--- src/rtl/output_match.sv ---
// Accepting-state lookup: a DEPTH-entry table of state codes scanned LANES entries per cycle.
// Define MATCH_COUNT_EN to add the saturating MATCH_CNT hit counter output.
module output_match #(
    parameter int unsigned STATE_W = 8,
    parameter int unsigned DEPTH   = 32,
    parameter int unsigned LANES   = 4,
    parameter int unsigned IDX_W   = $clog2(DEPTH)
) (
    input  logic               CLK,
    input  logic               RST,
    input  logic               CLR,
    input  logic               WR_EN,
    input  logic [IDX_W-1:0]   WR_ADDR,
    input  logic [STATE_W-1:0] WR_DATA,
    input  logic               IN_VALID,
    output logic               IN_READY,
    input  logic [STATE_W-1:0] STATE_DATA,
    output logic               OUT_VALID,
    input  logic               OUT_READY,
    output logic               MATCH,
    output logic [IDX_W-1:0]   MATCH_IDX,
    output logic               BUSY
`ifdef MATCH_COUNT_EN
    ,
    output logic [15:0]        MATCH_CNT
`endif
);

    localparam int unsigned GROUPS = (DEPTH + LANES - 1) / LANES;
    localparam int unsigned GRP_W  = (GROUPS > 1) ? $clog2(GROUPS) : 1;
    localparam logic [GRP_W-1:0] LAST_GRP = GRP_W'(GROUPS - 1);

    typedef enum logic [1:0] {
        IDLE,
        SCAN,
        DONE
    } state_t;

    state_t               state, state_nxt;
    logic [STATE_W-1:0]   codes [DEPTH];
    logic [DEPTH-1:0]     valid;
    logic [STATE_W-1:0]   key, key_nxt;
    logic [GRP_W-1:0]     grp, grp_nxt;
    logic                 match_r, match_nxt;
    logic [IDX_W-1:0]     idx_r, idx_nxt;
    logic                 hit;
    logic [IDX_W-1:0]     hit_idx;

    // Out-of-range addresses never equal any entry index, so they drop out naturally.
    always_ff @(posedge CLK) begin
        if (RST && !CLR && WR_EN) begin
            for (int unsigned e = 0; e < DEPTH; e++) begin
                if (WR_ADDR == IDX_W'(e)) begin
                    codes[e] <= WR_DATA;
                end
            end
        end
    end

    always_ff @(posedge CLK) begin
        if (!RST) begin
            valid <= '0;
        end else if (CLR) begin
            valid <= '0;
        end else if (WR_EN) begin
            for (int unsigned e = 0; e < DEPTH; e++) begin
                if (WR_ADDR == IDX_W'(e)) begin
                    valid[e] <= 1'b1;
                end
            end
        end
    end

    // Only entries belonging to the current lane group may hit; the lowest one wins.
    always_comb begin
        hit     = 1'b0;
        hit_idx = '0;
        for (int unsigned e = 0; e < DEPTH; e++) begin
            if (!hit && valid[e] && (codes[e] == key) && (GRP_W'(e / LANES) == grp)) begin
                hit     = 1'b1;
                hit_idx = IDX_W'(e);
            end
        end
    end

    always_ff @(posedge CLK) begin
        if (!RST) begin
            state <= IDLE;
        end else begin
            state <= state_nxt;
        end
    end

    always_comb begin
        state_nxt = state;
        key_nxt   = key;
        grp_nxt   = grp;
        match_nxt = match_r;
        idx_nxt   = idx_r;
        unique case (state)
            IDLE: begin
                if (IN_VALID) begin
                    key_nxt   = STATE_DATA;
                    grp_nxt   = '0;
                    state_nxt = SCAN;
                end
            end
            SCAN: begin
                if (hit) begin
                    match_nxt = 1'b1;
                    idx_nxt   = hit_idx;
                    state_nxt = DONE;
                end else if (grp == LAST_GRP) begin
                    match_nxt = 1'b0;
                    idx_nxt   = '0;
                    state_nxt = DONE;
                end else begin
                    grp_nxt = grp + 1'b1;
                end
            end
            DONE: begin
                if (OUT_READY) begin
                    state_nxt = IDLE;
                end
            end
            default: state_nxt = IDLE;
        endcase
    end

    always_ff @(posedge CLK) begin
        if (!RST) begin
            key     <= '0;
            grp     <= '0;
            match_r <= 1'b0;
            idx_r   <= '0;
        end else begin
            key     <= key_nxt;
            grp     <= grp_nxt;
            match_r <= match_nxt;
            idx_r   <= idx_nxt;
        end
    end

    assign IN_READY  = (state == IDLE);
    assign OUT_VALID = (state == DONE);
    assign BUSY      = (state != IDLE);
    assign MATCH     = match_r;
    assign MATCH_IDX = idx_r;

`ifdef MATCH_COUNT_EN
    logic [15:0] match_cnt;

    always_ff @(posedge CLK) begin
        if (!RST) begin
            match_cnt <= '0;
        end else if (CLR) begin
            match_cnt <= '0;
        end else if ((state == DONE) && OUT_READY && match_r && (match_cnt != '1)) begin
            match_cnt <= match_cnt + 16'd1;
        end
    end

    assign MATCH_CNT = match_cnt;
`endif

endmodule

--- config.mk ---
export PLATFORM = sky130hd
export DESIGN_NAME = output_match
export DESIGN_NICKNAME = d
export VERILOG_FILES = /design/src/rtl/output_match.sv
export SDC_FILE = /design/constraint.sdc
export NUM_CORES = 1
export LEC_CHECK = 0
export ABC_AREA = 0
export ABC_CLOCK_PERIOD_IN_PS = 4720
export BUFFER_PORTS_ARGS = -buffer_cell sky130_fd_sc_hd__buf_2
export CAP_MARGIN = 40
export CELL_PAD_IN_SITES_DETAIL_PLACEMENT = 2
export CELL_PAD_IN_SITES_GLOBAL_PLACEMENT = 2
export CORE_AREA = 2 2 169 171
export CTS_CLUSTER_SIZE = 20
export DETAILED_ROUTE_END_ITERATION = 16
export DIE_AREA = 0 0 171 173
export GPL_TIMING_DRIVEN = 0
export PLACE_DENSITY = 0.95
export SKIP_CTS_REPAIR_TIMING = 1
export SLEW_MARGIN = 5
export SYNTH_ARGS = -nofsm -noshare
export SYNTH_HDL_FRONTEND = slang
export SYNTH_SLANG_ARGS = --single-unit
--- constraint.sdc ---
create_clock -name CLK -period 4.72 [get_ports CLK]
set_input_delay 0.472 -clock CLK [delete_from_list [all_inputs] [get_ports CLK]]
set_output_delay 0.472 -clock CLK [all_outputs]
set_load 0.05 [all_outputs]
==> results.tsv <==
stage	metric	value	unit
outcome	outcome	finished clean	
hold_path	worst min-delay path class	in2reg	
drt	Via-to-Cell Ratio	6.52	
clock_network	number of H-tree levels	1	
setup_path	Max FO, Critical Path	10	
yosys	total number of yosys warnings	0	
drt	Post-DRT Antenna Nets	0	
yosys	library cell with the largest summed area after synthesis	edfxtp_1	
yosys	post-synthesis register bit count	307	
layout	layout filler cell count	2517	
setup_path	sort of element at the end of the critical path	flip-flop	
setup_path	data arrival time of the critical path	4.92	ns
global_route	pin count of the biggest net entering global routing	33	
setup_path	Max stage delay cell, worst path	a21boi_0	
yosys	EDFF count, synth	256	
sta	final cycle utilization of the critical path	0.936	
global_route	vias in the first global route	10100	
power_and_ir_drop	Max VDD drop	0.376	mV
setup_path	number of buffer and inverter instances along the worst setup path	2	
clock_network	total clock sinks	307	
global_route	global router's overall resource usage	0.356	
sta	final number of setup-violating endpoints	0	
die	core area	27600	um2
die	starting density of the core	0.488	
clock_network	clock insertion delay at the later pin of the skew report	0.57	ns
sta	post-route minimum period	4.42	ns
drt	post-detailed-route DRC marker count	0	
layout	Sequential Area	8710	um2
setup_path	Worst path most repeated cell	and3_1	
run	max-capacitance violation count	0	
sta	setup TNS	0	ns
yosys	cell with the most instances after synthesis	edfxtp_1	
global_route	remaining global-route overflow	0	
sta	Max Clock Freq	0.226	GHz
clock_network	TritonCTS Buffers	31	
sta	Worst slew margin	0.328	
placement	Port Buf Inserts	33	
setup_path	largest delay contributor family on the critical path	simple AND/OR/NAND/NOR gates	
die	row count	61	
clock_network	TritonCTS clock tree	built	
clock_network	clock slew seen by the registers of the worst setup and hold paths	0.08	ns
layout	total area of multi-input combinational cells	4310	um2
yosys	Post-Synthesis Net Count	993	
drt	DR WL/cell	38.4	um
yosys	Synth area leaders	edfxtp_1, xor2_1, dfxtp_1	
placement	HPWL after DPL	29.4	mm
yosys	post-synthesis instance area	13500	um2
layout	share of layout cells above drive strength 1	0.129	
drt	iteration count of the initial detailed-routing pass	5	
sta	final-report max-slew violation count	0	
layout	net count of the finished layout	1074	
sta	Hold Vio Cnt, Final	0	
layout	Diodes inserted	0	
die	count of boundary I/O pins	36	
yosys	post-synthesis area per instance	14.0	um2
clock_network	clock root cell	clkbuf_16	
die	Die Outline Area	29600	um2
yosys	share of synthesized flip-flops with an asynchronous set or reset	0	
power_and_ir_drop	Design Power	5.97	mW
clock_network	Clock Path Buffers	3	
layout	relative area change from synthesis to final layout	12.7	%
yosys	most used flip-flop cell after synthesis	edfxtp_1	
power_and_ir_drop	P_leak	5.75	nW
sta	worst-margin pin slew	1.01	ns
global_route	wire length of the first global-routing pass	74.5	mm
placement	gp weighted congestion	0.771	
drt	Iter 0 DRT Violations	1042	
yosys	top-area cell type share of the netlist area	0.570	
yosys	Seq/Total Area, Yosys	0.646	
drt	vias	9410	
yosys	post-synthesis cell count	960	
sta	unrepaired setup endpoints after global routing	false	
setup_path	Crit Path Category	reg2reg	
sta	Max Clock Skew	0.0168	ns
power_and_ir_drop	power density cells	393	nW/um2
drt	total wirelength of the detailed-routed design	55.4	mm
yosys	Synth top cells by count	edfxtp_1, xor2_1, xnor2_1, dfxtp_1, nand3_1	
die	horizontal die dimension	171	um
yosys	number of unique standard cell types used by synthesis	56	
setup_path	slowest stage delay, CP	0.76	ns
global_route	antenna violations before repair	0	
setup_path	crit-path cells	clkbuf_1 -> inv_1 -> ha_1 -> and3_1 -> and3_1 -> or4_4 -> nor4_4 -> nand3_1 -> a21boi_0 -> a21oi_1 -> a21bo_1	
setup_path	sort of element at the start of the critical path	flip-flop	
die	height of the die	173	um
setup_path	required time of the critical path	5.23	ns
## path summary, 6_finish.rpt
kind | endpoint | slack (ns) | startpoint | cells past startpoint
min reg2reg | valid[29] | 0.47 | valid[29] | 1
max | MATCH_IDX[1] | 0.30 | grp[2] | 11
min | key[1] | 0.15 | STATE_DATA[1] | 3
max reg2reg | MATCH_IDX[1] | 0.30 | grp[2] | 11
## worst reg2reg max path, cell delays in order, from the launching register on
cell and delay (ns):
dfxtp_1 0.40, clkbuf_1 0.56, inv_1 0.12, ha_1 0.32, and3_1 0.24, and3_1 0.17
or4_4 0.54, nor4_4 0.54, nand3_1 0.33, a21boi_0 0.76, a21oi_1 0.15, a21bo_1 0.23
## layout by cell type (no fill, tap or decap), drive strengths merged, types with 22 or more instances in the layout
cell	synthesis	layout
edfxtp	256	256
xor2	145	145
xnor2	111	111
buf	33	81
clkbuf	10	53
dfxtp	51	51
nand3	49	49
nand2	37	37
nor2	36	36
nor3	36	36
a21o	33	33
and3	23	23
nor4	22	22
## cell type report
cell class / count / share of cell area
flip-flops and latches: 307 / 0.573
multi-input cells: 603 / 0.284
clock buffers: 43 / 0.0566
well taps: 378 / 0.0311
plain buffers: 43 / 0.0290
repair buffers: 48 / 0.0176
clock inverters: 14 / 0.00773
inverters: 7 / 0.00173
## registers in the layout, indices dropped and copies added, names as in the netlist
register,cells
valid,32
MATCH,1
MATCH_IDX,5
grp,3
codes,256
state,2
key,8
## metal layers
layer / vias to the layer above / part of all wire / GRT usage
met5: - / 0 / 0
li1: 3622 / - / -
met2: 709 / 0.50 / 0.614
met3: 260 / 0.081 / 0.0602
met4: 0 / 0.074 / 0.185
met1: 4819 / 0.35 / 0.424
## where the power goes
part | switching (mW) | internal, mW
sequential | 0.0115 | 2.95
combinational | 0.312 | 0.135
clock | 1.19 | 1.38
## stage by stage
stage | std cells | area, um2 | util | worst slack [ns] | hold WS [ns]
CTS | 1436 | 15100 | 0.548 | 0.607 | 0.152
floorplan | 960 | 13500 | - | 1.66 | 0.418
detailed placement | 1379 | 14200 | 0.513 | 0.840 | 0.446
global route | 1443 | 15200 | 0.550 | 0.251 | 0.171
finish | 1443 | 15200 | 0.550 | 0.303 | 0.154
global placement | 1371 | 14100 | 0.511 | 1.12 | 0.424
## logic make-up after synthesis
| logic type | after synthesis | share of synthesized area |
|---|---|---|
| flip-flops | 307 | 0.646 |
| AND/OR/NAND/NOR | 264 | 0.105 |
| XOR/XNOR | 256 | 0.166 |
| AO/OA/AOI/OAI | 77 | 0.0426 |
| buffers and inverters | 50 | 0.0346 |
| adder cells (fa/ha/maj) | 6 | 0.00557 |
(Power assumes the default switching activity.)
